[src/rtl/hazard_pkg.sv]
// Shared types and constants for the pipeline hazard controller and its mul/div sequencer.
package hazard_pkg;

    typedef enum logic {
        IDLE = 1'b0,
        RUN  = 1'b1
    } md_state_e;

    localparam int MUL_LAT_DEF = 4;
    localparam int DIV_LAT_DEF = 32;

    // Bits needed to hold every value 0..max_val of the latency down-counter.
    function automatic int cnt_width(input int max_val);
        return (max_val < 1) ? 1 : $clog2(max_val + 1);
    endfunction

endpackage

[src/rtl/hazard_ctrl_if.sv]
// Hazard controller signal bundle: pipeline side is the master, hazard_ctrl is the slave.
interface hazard_ctrl_if;

    logic       MemRead_EX;
    logic [4:0] WrAddr_EX;
    logic [4:0] Rs_ID;
    logic [4:0] Rt_ID;
    logic       UseRs_ID;
    logic       UseRt_ID;
    logic       MulDiv_ID;
    logic       HiLoRd_ID;
    logic       MulDiv_start_EX;
    logic       MulDiv_isdiv_EX;
    logic       Redirect_EX;
    logic       Stall_PC;
    logic       Stall_IFID;
    logic       Bubble_IDEX;
    logic       Flush_IFID;
    logic       MulDiv_busy;
    logic       HiLo_we;

    modport master (
        output MemRead_EX, WrAddr_EX, Rs_ID, Rt_ID, UseRs_ID, UseRt_ID,
               MulDiv_ID, HiLoRd_ID, MulDiv_start_EX, MulDiv_isdiv_EX, Redirect_EX,
        input  Stall_PC, Stall_IFID, Bubble_IDEX, Flush_IFID, MulDiv_busy, HiLo_we
    );

    modport slave (
        input  MemRead_EX, WrAddr_EX, Rs_ID, Rt_ID, UseRs_ID, UseRt_ID,
               MulDiv_ID, HiLoRd_ID, MulDiv_start_EX, MulDiv_isdiv_EX, Redirect_EX,
        output Stall_PC, Stall_IFID, Bubble_IDEX, Flush_IFID, MulDiv_busy, HiLo_we
    );

endinterface

[src/rtl/hazard_ctrl_muldiv_seq.sv]
// Multi-cycle mul/div sequencer: occupancy tracking and the one-cycle HI/LO write strobe.
//   state | meaning
//   IDLE  | unit free, waiting for a launch from EX
//   RUN   | op in flight, r_cnt = cycles left before the HI/LO write
module muldiv_seq
    import hazard_pkg::*;
#(
    parameter int MUL_LAT = MUL_LAT_DEF,
    parameter int DIV_LAT = DIV_LAT_DEF
) (
    input  logic clk,
    input  logic rst_n,
    input  logic i_start,
    input  logic i_isdiv,
    output logic o_busy,
    output logic o_hilo_we
);

    localparam int CW = cnt_width(DIV_LAT);
    localparam logic [CW-1:0] MUL_LD = CW'(MUL_LAT - 1);
    localparam logic [CW-1:0] DIV_LD = CW'(DIV_LAT - 1);

    md_state_e     r_state;
    md_state_e     w_state_nxt;
    logic [CW-1:0] r_cnt;
    logic [CW-1:0] w_cnt_nxt;
    logic [CW-1:0] w_load;
    logic          w_hilo_we;

    assign w_load = i_isdiv ? DIV_LD : MUL_LD;

    always_ff @(posedge clk or negedge rst_n) begin
        if (!rst_n) begin
            r_state <= IDLE;
            r_cnt   <= '0;
        end else begin
            r_state <= w_state_nxt;
            r_cnt   <= w_cnt_nxt;
        end
    end

    always_comb begin
        w_state_nxt = r_state;
        w_cnt_nxt   = r_cnt;
        w_hilo_we   = 1'b0;
        case (r_state)
            IDLE: begin
                if (i_start) begin
                    w_cnt_nxt   = w_load;
                    w_state_nxt = RUN;
                end
            end
            RUN: begin
                if (r_cnt != '0) begin
                    w_cnt_nxt = r_cnt - CW'(1);
                end else begin
                    w_hilo_we = 1'b1;
                    // A launch in the write cycle chains straight into the next op.
                    if (i_start) begin
                        w_cnt_nxt = w_load;
                    end else begin
                        w_state_nxt = IDLE;
                    end
                end
            end
            default: begin
                w_state_nxt = IDLE;
                w_cnt_nxt   = '0;
            end
        endcase
    end

    assign o_busy    = (r_state == RUN);
    assign o_hilo_we = w_hilo_we;

    a_no_launch_mid_op: assert property (@(posedge clk) disable iff (!rst_n)
        !((r_state == RUN) && (r_cnt != '0) && i_start))
        else $error("muldiv_seq: launch while an operation is still counting");

endmodule

[src/rtl/hazard_ctrl.sv]
// Load-use / HI-LO stall and redirect flush control for the 5-stage core.
// Define HAZARD_MULDIV_EN to include the multi-cycle mul/div sequencer and its stall term.
module hazard_ctrl
    import hazard_pkg::*;
#(
    parameter int MUL_LAT = MUL_LAT_DEF,
    parameter int DIV_LAT = DIV_LAT_DEF
) (
    input  logic         clk,
    input  logic         rst_n,
    hazard_ctrl_if.slave hz
);

    logic w_lu;
    logic w_md;
    logic w_stall;
    logic w_busy;
    logic w_hilo_we;

    assign w_lu = hz.MemRead_EX && (hz.WrAddr_EX != 5'd0) &&
                  ((hz.UseRs_ID && (hz.Rs_ID == hz.WrAddr_EX)) ||
                   (hz.UseRt_ID && (hz.Rt_ID == hz.WrAddr_EX)));

`ifdef HAZARD_MULDIV_EN
    muldiv_seq #(
        .MUL_LAT (MUL_LAT),
        .DIV_LAT (DIV_LAT)
    ) u_muldiv_seq (
        .clk       (clk),
        .rst_n     (rst_n),
        .i_start   (hz.MulDiv_start_EX),
        .i_isdiv   (hz.MulDiv_isdiv_EX),
        .o_busy    (w_busy),
        .o_hilo_we (w_hilo_we)
    );

    assign w_md = w_busy && (hz.MulDiv_ID || hz.HiLoRd_ID);
`else
    // Single-cycle HI/LO datapath: mul/div never occupies the pipeline.
    logic w_unused_md;
    assign w_unused_md = hz.MulDiv_ID ^ hz.HiLoRd_ID ^ hz.MulDiv_start_EX ^
                         hz.MulDiv_isdiv_EX ^ clk ^ rst_n ^ (MUL_LAT > DIV_LAT);
    assign w_busy    = 1'b0;
    assign w_hilo_we = 1'b0;
    assign w_md      = 1'b0;
`endif

    // A redirect makes the ID instruction wrong-path, so it is squashed instead of held.
    assign w_stall = (w_lu || w_md) && !hz.Redirect_EX;

    assign hz.Stall_PC    = w_stall;
    assign hz.Stall_IFID  = w_stall;
    assign hz.Bubble_IDEX = w_stall || hz.Redirect_EX;
    assign hz.Flush_IFID  = hz.Redirect_EX;
    assign hz.MulDiv_busy = w_busy;
    assign hz.HiLo_we     = w_hilo_we;

endmodule

[src/flat_wrapper.sv]
// flat-port wrapper written by rule: the top's interface ports become plain ports
module hazard_ctrl_flat import hazard_pkg::*;
#(
    parameter int MUL_LAT = MUL_LAT_DEF,
    parameter int DIV_LAT = DIV_LAT_DEF
)
  (clk, rst_n, hz_MemRead_EX, hz_WrAddr_EX, hz_Rs_ID, hz_Rt_ID, hz_UseRs_ID, hz_UseRt_ID, hz_MulDiv_ID, hz_HiLoRd_ID, hz_MulDiv_start_EX, hz_MulDiv_isdiv_EX, hz_Redirect_EX, hz_Stall_PC, hz_Stall_IFID, hz_Bubble_IDEX, hz_Flush_IFID, hz_MulDiv_busy, hz_HiLo_we);
  hazard_ctrl_if hz_i ();
  input  logic clk;
  input  logic rst_n;
  input wire logic [$bits(hz_i.MemRead_EX)-1:0] hz_MemRead_EX;
  input wire logic [$bits(hz_i.WrAddr_EX)-1:0] hz_WrAddr_EX;
  input wire logic [$bits(hz_i.Rs_ID)-1:0] hz_Rs_ID;
  input wire logic [$bits(hz_i.Rt_ID)-1:0] hz_Rt_ID;
  input wire logic [$bits(hz_i.UseRs_ID)-1:0] hz_UseRs_ID;
  input wire logic [$bits(hz_i.UseRt_ID)-1:0] hz_UseRt_ID;
  input wire logic [$bits(hz_i.MulDiv_ID)-1:0] hz_MulDiv_ID;
  input wire logic [$bits(hz_i.HiLoRd_ID)-1:0] hz_HiLoRd_ID;
  input wire logic [$bits(hz_i.MulDiv_start_EX)-1:0] hz_MulDiv_start_EX;
  input wire logic [$bits(hz_i.MulDiv_isdiv_EX)-1:0] hz_MulDiv_isdiv_EX;
  input wire logic [$bits(hz_i.Redirect_EX)-1:0] hz_Redirect_EX;
  output wire logic [$bits(hz_i.Stall_PC)-1:0] hz_Stall_PC;
  output wire logic [$bits(hz_i.Stall_IFID)-1:0] hz_Stall_IFID;
  output wire logic [$bits(hz_i.Bubble_IDEX)-1:0] hz_Bubble_IDEX;
  output wire logic [$bits(hz_i.Flush_IFID)-1:0] hz_Flush_IFID;
  output wire logic [$bits(hz_i.MulDiv_busy)-1:0] hz_MulDiv_busy;
  output wire logic [$bits(hz_i.HiLo_we)-1:0] hz_HiLo_we;
  assign hz_i.MemRead_EX = hz_MemRead_EX;
  assign hz_i.WrAddr_EX = hz_WrAddr_EX;
  assign hz_i.Rs_ID = hz_Rs_ID;
  assign hz_i.Rt_ID = hz_Rt_ID;
  assign hz_i.UseRs_ID = hz_UseRs_ID;
  assign hz_i.UseRt_ID = hz_UseRt_ID;
  assign hz_i.MulDiv_ID = hz_MulDiv_ID;
  assign hz_i.HiLoRd_ID = hz_HiLoRd_ID;
  assign hz_i.MulDiv_start_EX = hz_MulDiv_start_EX;
  assign hz_i.MulDiv_isdiv_EX = hz_MulDiv_isdiv_EX;
  assign hz_i.Redirect_EX = hz_Redirect_EX;
  assign hz_Stall_PC = hz_i.Stall_PC;
  assign hz_Stall_IFID = hz_i.Stall_IFID;
  assign hz_Bubble_IDEX = hz_i.Bubble_IDEX;
  assign hz_Flush_IFID = hz_i.Flush_IFID;
  assign hz_MulDiv_busy = hz_i.MulDiv_busy;
  assign hz_HiLo_we = hz_i.HiLo_we;
  hazard_ctrl #(.MUL_LAT(MUL_LAT), .DIV_LAT(DIV_LAT)) u_core (.clk(clk), .rst_n(rst_n), .hz(hz_i));
endmodule
[config.mk]
export PLATFORM = sky130hd
export DESIGN_NAME = hazard_ctrl_flat
export DESIGN_NICKNAME = d
export VERILOG_FILES = /design/src/rtl/hazard_pkg.sv /design/src/rtl/hazard_ctrl_if.sv /design/src/rtl/hazard_ctrl_muldiv_seq.sv /design/src/rtl/hazard_ctrl.sv /design/src/flat_wrapper.sv
export SDC_FILE = /design/constraint.sdc
export NUM_CORES = 1
export LEC_CHECK = 0
export CORE_AREA = 2 2 39 41
export DETAILED_ROUTE_END_ITERATION = 7
export DIE_AREA = 0 0 41 43
export PLACE_DENSITY = 0.65
export SYNTH_ARGS = -nofsm -noshare
export SYNTH_HDL_FRONTEND = slang
export SYNTH_SLANG_ARGS = --single-unit
[constraint.sdc]
create_clock -name vclk -period 1.8
set_input_delay 0.36 -clock vclk [all_inputs]
set_output_delay 0.36 -clock vclk [all_outputs]
set_load 0.01 [all_outputs]
Word-level counts from Yosys, hierarchy flattened
Cells that the tools add are included.
{"block": "op_classes", "n_reduce_logical": 9, "eq_ne": 2}
{"op": "== test 5 bit", "count": 2}
{"op": "logical AND 1 bit", "count": 5}
{"op": "nonzero test 5 bit", "count": 1}
{"op": "logical OR 1 bit", "count": 2}
{"op": "zero test 1 bit", "count": 1}
{"block": "totals", "elab_cells": 11, "inputBits": 25, "out_inout_bits": 6, "ff_bits": 0}

Logic depth before layout (Yosys ltp)
Gate-level depths: netlist of run 1.
{"block": "depth", "word_depth": 6, "ltp_mapped": 5, "mapped_depth_nobuf": 4}

Worst setup path after synthesis of run 1
No wires, ideal clock.
{"block": "synth_timing", "path_kind": "input -> output", "start": "input port hz_WrAddr_EX[4]", "end": "output port hz_Stall_PC", "path_buffers": 1, "arrival_ps": 1417, "required_ps": 1440, "slack_ps": 23, "path_stages": 5, "path_cell_list": "xor2_1 > nor4_1 > a32oi_1 > nor3_1 > buf_4"}
{"block": "synth_between", "elab_chain_cells": 5, "elab_cells_between_ends": 9, "cone_classes": "2 x eq/ne; 7 x reduce/logical"}
{"item": "start: declaration", "line_no": "flat_wrapper.sv:12", "rtl": "input wire logic [$bits(hz_i.WrAddr_EX)-1:0] hz_WrAddr_EX;"}
{"item": "== test 5 bit, on equally long branches", "line_no": "hazard_ctrl.sv:21, hazard_ctrl.sv:22"}
{"item": "logical AND 1 bit, on equally long branches", "line_no": "hazard_ctrl.sv:21, hazard_ctrl.sv:22"}
{"item": "logical OR 1 bit", "line_no": "hazard_ctrl.sv:21", "rtl": "((hz.UseRs_ID && (hz.Rs_ID == hz.WrAddr_EX)) ||"}
{"item": "logical AND 1 bit (*)", "line_no": "hazard_ctrl.sv:20", "rtl": "assign w_lu = hz.MemRead_EX && (hz.WrAddr_EX != 5'd0) &&"}
{"item": "logical AND 1 bit (*)", "line_no": "hazard_ctrl.sv:49", "rtl": "assign w_stall = (w_lu || w_md) && !hz.Redirect_EX;"}
{"item": "end: declaration", "line_no": "flat_wrapper.sv:22", "rtl": "output wire logic [$bits(hz_i.Stall_PC)-1:0] hz_Stall_PC;"}
Mark *: on every way between the ends. The rest lies on a longest branch, timed or not.

Worst setup path after layout of run 1
{"block": "layout_timing", "start": "input port hz_Rs_ID[4]", "end": "output port hz_Stall_PC"}
{"block": "layout_between", "elab_chain_cells": 5}
{"item": "start: declaration", "line_no": "flat_wrapper.sv:13", "rtl": "input wire logic [$bits(hz_i.Rs_ID)-1:0] hz_Rs_ID;"}
{"item": "== test 5 bit", "line_no": "hazard_ctrl.sv:21"}
{"item": "logical AND 1 bit", "line_no": "hazard_ctrl.sv:21"}
{"item": "logical OR 1 bit", "line_no": "hazard_ctrl.sv:21"}
{"item": "logical AND 1 bit", "line_no": "hazard_ctrl.sv:20"}
{"item": "logical AND 1 bit", "line_no": "hazard_ctrl.sv:49"}
Every way passes these cells.

==> run_results.csv, run 1 <==
group,metric,value,unit
outcome,outcome,"complete, no violations",
placement,dp.cells,62,
setup_path,cp_slowest_cell,"nor4_1",
synth,synth_cell_types,11,
sta,setup_violations,0,
synth,synthMuxAreaShare,0,
final_layout,num_antenna_cells,0,
detailed_routing,routedWlPerCell,8.29,um
min_path,hold_path_depth,5,
grt,grt_pass1_wl,765,um
sta,hold_viol,0,
final_layout,final_cells,62,
final_layout,drive_gt1_frac,0.435,
placement,io_buffers,23,
detailed_routing,antenna_left,0,
synth,synthAdderAreaFrac,0,
min_path,hold_start,"hz_WrAddr_EX[2]",
floorplanning,floorplan.core_area,0.00138,mm^2
pwr,p_leak,0.188,nW
synth,yosysTopAreaCell,"xor2_1",
setup_path,max_stage_delay,0.28,ns
final_layout,ff_latch_area,0,um^2
floorplanning,die_w,41,um
detailed_routing,routed_wl,514,um
setup_path,start_kind,"input port",
synth,synthCells,23,
min_path,hold_path_end,"hz_Bubble_IDEX",
synth,yosys.area.top_type_share,0.394,
final_layout,clock_buffers,0,
synth,yosysSeqAreaShare,0,
final_layout,nets,73,
pwr,powerDensity,196,mW/mm^2
floorplanning,die-area,0.00176,mm^2
floorplanning,rows,14,
grt,grt_max_degree,4,
pwr,peakVddDrop,48.1,uV
floorplanning,dieHeight,43,um
synth,synth_xor_area_frac,0.493,
detailed_routing,drc_errors,0,
sta,max_freq,573,MHz
synth,synth_top_family_by_area,"XOR/XNOR gates",
synth,ys.warnings.count,0,
setup_path,end_kind,"output pin",
synth,syn_area,178,um^2
placement,place_area,424,um^2
setup_path,required,1.44,ns
min_path,hold_path_class,"input port to output pin",
detailed_routing,vias,232,
synth,synth_area_leaders,"xor2_1 (39%), buf_4 (17%), xnor2_1 (9.9%), nor4_1 (7.0%), a32oi_1 (4.9%)",
sta,fin_crit_sh,0.970,
floorplanning,start_util,0.128,
synth,syn_area_per_cell,7.72,um^2
grt,grt_pass1_vias,210,
detailed_routing,vias_per_cell,3.74,
placement,gp_congestion,0.567,
grt,antenna_found_initial,0,
detailed_routing,drtIter0Drc,1,
sta,rsz0062_at_grt,"yes",
final_layout,design_area,384,um^2
setup_path,cp.arrival,1.39,ns
sta,finalSetupTns,0,ns
placement,dpl.hpwl,474,um
synth,synth_compound_area_frac,0.141,
sta,maxSlewViolCount,0,
grt,overflow,0,
setup_path,worstPathCellList,"buf_6 -> xor2_1 -> nor4_1 -> a32oi_1 -> nor3_1 -> buf_2",
setup_path,worstSetupPathType,"input port to output pin",
setup_path,critical_path_buf_inv_count,2,
detailed_routing,first_pass_iters,2,
setup_path,worstPathMaxFanout,2,
sta,min_period,1.75,ns
run,drv_cap,0,
floorplanning,io_pins,31,
final_layout,area_delta_synth_final,116,%
final_layout,design.seq.count,0,
grt,track_usage,0.0589,
synth,post_synth_and_or_nand_nor_area_fraction,0.176,
setup_path,critPathTopFamily,"simple AND/OR/NAND/NOR gates",
[kinds of logic after synthesis]
group           Yosys count
other cells               1
simple gates              5
compound gates            3
xor+xnor                 10
buf+inv                   4
[worst max path at each step]
| stage | end | slack [ns] | cells past startpoint | from |
|---|---|---|---|---|
| finish | hz_Stall_PC | 0.05 | 6 | hz_Rs_ID[4] |
| global placement | hz_Stall_PC | -0.81 | 6 | hz_WrAddr_EX[4] |
| detailed placement | hz_Stall_PC | -0.82 | 6 | hz_WrAddr_EX[4] |
| floorplan | hz_Stall_PC | 0.02 | 5 | hz_WrAddr_EX[4] |
| CTS | hz_Stall_PC | -0.04 | 7 | hz_WrAddr_EX[1] |
| global route | hz_Stall_IFID | -0.05 | 6 | hz_Rs_ID[4] |
[final cells by class]
cell class | instances | area [um^2]
multi-input cells | 20 | 155
repair buffers | 26 | 209
well taps | 16 | 20.0
fillers | 159 | 1000
[placed cells by master (no fill, tap or decap), drive strengths merged]
| cell type | synthesis | final |
|---|---|---|
| conb | 1 | 2 |
| clkbuf | 0 | 3 |
| xor2 | 8 | 8 |
| dlymetal6s2s | 0 | 1 |
| clkdlybuf4s50 | 0 | 4 |
| o21ai | 1 | 1 |
| nor4 | 2 | 2 |
| nor3 | 1 | 1 |
| or4 | 1 | 1 |
| and2 | 1 | 1 |
| dlygate4sd2 | 0 | 2 |
| xnor2 | 2 | 2 |
| a32oi | 1 | 1 |
| o21bai | 1 | 1 |
| clkdlybuf4s15 | 0 | 1 |
| buf | 4 | 15 |
[cells in the mapped netlist, drive strengths merged]
cell type / count
xor2: 8
and2: 1
a32oi: 1
o21bai: 1
o21ai: 1
or4: 1
conb: 1
nor3: 1
buf: 4
xnor2: 2
nor4: 2
[through the flow]
stage          power, mW   util  hold WS, ns  worst slack [ns]
5_1_grt           0.0828  0.278         1.27           -0.0466
3_3_place_gp      0.0862  0.307         1.65            -0.810
6_report          0.0754  0.278         1.22            0.0546
3_5_place_dp      0.0860  0.307         1.64            -0.821
4_1_cts           0.0761  0.278         1.22           -0.0406
2_1_floorplan     0.0296      -        0.782            0.0233
[power by group]
group | internal (mW) | switching [mW] | leakage, nW
registers | 0 | 0 | 0
logic | 0.0482 | 0.0271 | 0.188
clock network | 0 | 0 | 0
[routing by layer]
metal  vias up  GRT usage  share of wire
li1        120          -              -
met1        99     0.0570           0.31
met2        13      0.128           0.56
met3         0          0           0.13
met4         0          0              0
met5         -          0              0
[timing repair]
item | CTS | global route
hold buffers | 0 | 0
buffers inserted | 1 | 0
gates resized for setup | 60 | 10
pin swaps | 12 | 7
endpoints found under the setup margin | 3 | 4
(Power assumes the default switching activity.)
==> inputs of run 2 (changes only) <==
- PLACE_DENSITY: 0.65 -> 0.67
- clock period: 1.8 -> 1.45 ns (I/O delays scaled with it)
==> run 2 against run 1 <==
Compared with the run above:
- the run now ends with negative setup slack left
- final cell count increased by 6.5%
- critical path depth stayed put
- combinational power grew 42%
- setup slack got worse by 0.33 ns
- global-route usage rose by 0.20 points
- first-iteration DRC count shrank 100%
- largest power group unchanged
- via count is 7.3% higher
- count of clock-buffer cells in the layout unchanged
- sequential share of layout area did not move
- hold slack worse by 0.11 ns
- total power grew 42%
- design area rose by 13%
==> run_results.csv, run 2 (synthesis gave the netlist of run 1 again) <==
group,metric,value,unit
final_layout,drive_gt1_frac,0.500,
floorplanning,die-area,0.00176,mm^2
detailed_routing,antenna_left,0,
floorplanning,dieHeight,43,um
floorplanning,floorplan.core_area,0.00138,mm^2
final_layout,design_area,434,um^2
final_layout,clock_buffers,0,
floorplanning,start_util,0.128,
setup_path,worstSetupPathType,"input port to output pin",
placement,place_area,437,um^2
placement,io_buffers,23,
cts,postCtsHoldBufs,0,
grt,track_usage,0.0609,
setup_path,critPathTopFamily,"buffers and inverters",
detailed_routing,routed_wl,540,um
grt,grt_max_degree,4,
setup_path,critical_path_buf_inv_count,3,
outcome,outcome,"finished with violations",
pwr,powerDensity,246,mW/mm^2
sta,fin_crit_sh,1.19,
sta,rsz0062_at_grt,"yes",
pwr,peakVddDrop,49.0,uV
final_layout,design.seq.count,0,
final_layout,final_cell_mix,"buf_2 (9), xor2_1 (8), buf_4 (6), clkdlybuf4s50_1 (5), clkdlybuf4s15_1 (3)",
setup_path,required,1.16,ns
detailed_routing,vias_per_cell,3.77,
setup_path,max_stage_delay,0.47,ns
final_layout,num_antenna_cells,0,
final_layout,area_delta_synth_final,144,%
setup_path,cp_slowest_cell,"clkdlybuf4s50_1",
floorplanning,io_pins,31,
run,drv_cap,0,
detailed_routing,drc_errors,0,
sta,min_period,1.73,ns
sta,timing.hold.ws,1.11,ns
sta,maxSlewViolCount,0,
grt,antenna_found_initial,0,
final_layout,layout_commonest_cell,"buf_2",
sta,max_freq,579,MHz
final_layout,ff_latch_area,0,um^2
detailed_routing,first_pass_iters,1,
detailed_routing,drtIter0Drc,0,
setup_path,end_kind,"output pin",
grt,grt_pass1_vias,235,
sta,hold_viol,0,
final_layout,final_cells,66,
placement,dp.cells,63,
sta,fin_ws,-0.276,ns
sta,setup_violations,3,
placement,gp_congestion,0.578,
final_layout,nets,77,
pwr,p_leak,0.199,nW
detailed_routing,vias,249,
detailed_routing,routedWlPerCell,8.18,um
floorplanning,die_w,41,um
setup_path,cp.depth,6,
min_path,hold_path_class,"input port to output pin",
grt,grt_pass1_wl,800,um
min_path,hold_path_depth,5,
outcome,violations,"negative setup slack",
pwr,power,107,uW
grt,overflow,0,
floorplanning,rows,14,
setup_path,cp.arrival,1.44,ns
setup_path,worstPathCellList,"clkdlybuf4s50_1 -> xnor2_1 -> a32oi_1 -> buf_4 -> nor3_4 -> buf_2",
setup_path,start_kind,"input port",
setup_path,worstPathMaxFanout,2,
-- run 2: cell types whose count changed in the layout (fill, tap and decap cells not counted), moves of 2 or more --
cell	change
buf_4	+3
buf_6	-3
buf_2	+2
clkdlybuf4s15_1	+2
nor4_1	-2
nor4_2	+2
-- run 2: cell type report --
type                       count  area (um^2)
fill                         154          950
timing repair buffer          30          235
multi-input combinational     20          179
tap                           16         20.0
-- run 2: path summary, 6_finish.rpt --
path / from / endpoint / slack, ns
worst max-delay path: hz_Rs_ID[0] / hz_Stall_PC / -0.28
worst min-delay path: hz_WrAddr_EX[3] / hz_Bubble_IDEX / 1.11
-- run 2: metrics by stage --
stage,TNS (ns),util,setup WS (ns)
after CTS,-0.892,0.310,-0.352
final,-0.712,0.314,-0.276
after detailed placement,-3.32,0.316,-1.05
after global routing,-0.972,0.314,-0.377
after floorplan,-0.0655,-,-0.0655
after global placement,-3.21,0.316,-1.01
-- run 2: metal layers --
layer  share of wire  vias up  global-route usage
li1                -      128                   -
met3            0.12        0             0.00524
met1            0.26      109              0.0475
met4               0        0                   0
met2            0.62       12               0.141
met5               0        -                   0
-- run 2: timing repair --
item,CTS,global route
pin swaps,10,7
buffers inserted,3,0
gates cloned,0,0
setup endpoints to repair,4,3
gates resized for setup,59,6
-- run 2: power by group --
part           switching [mW]  internal (mW)  total [mW]
Combinational          0.0404         0.0663       0.107
Sequential                  0              0           0
Clock                       0              0           0
Total                  0.0404         0.0663       0.107
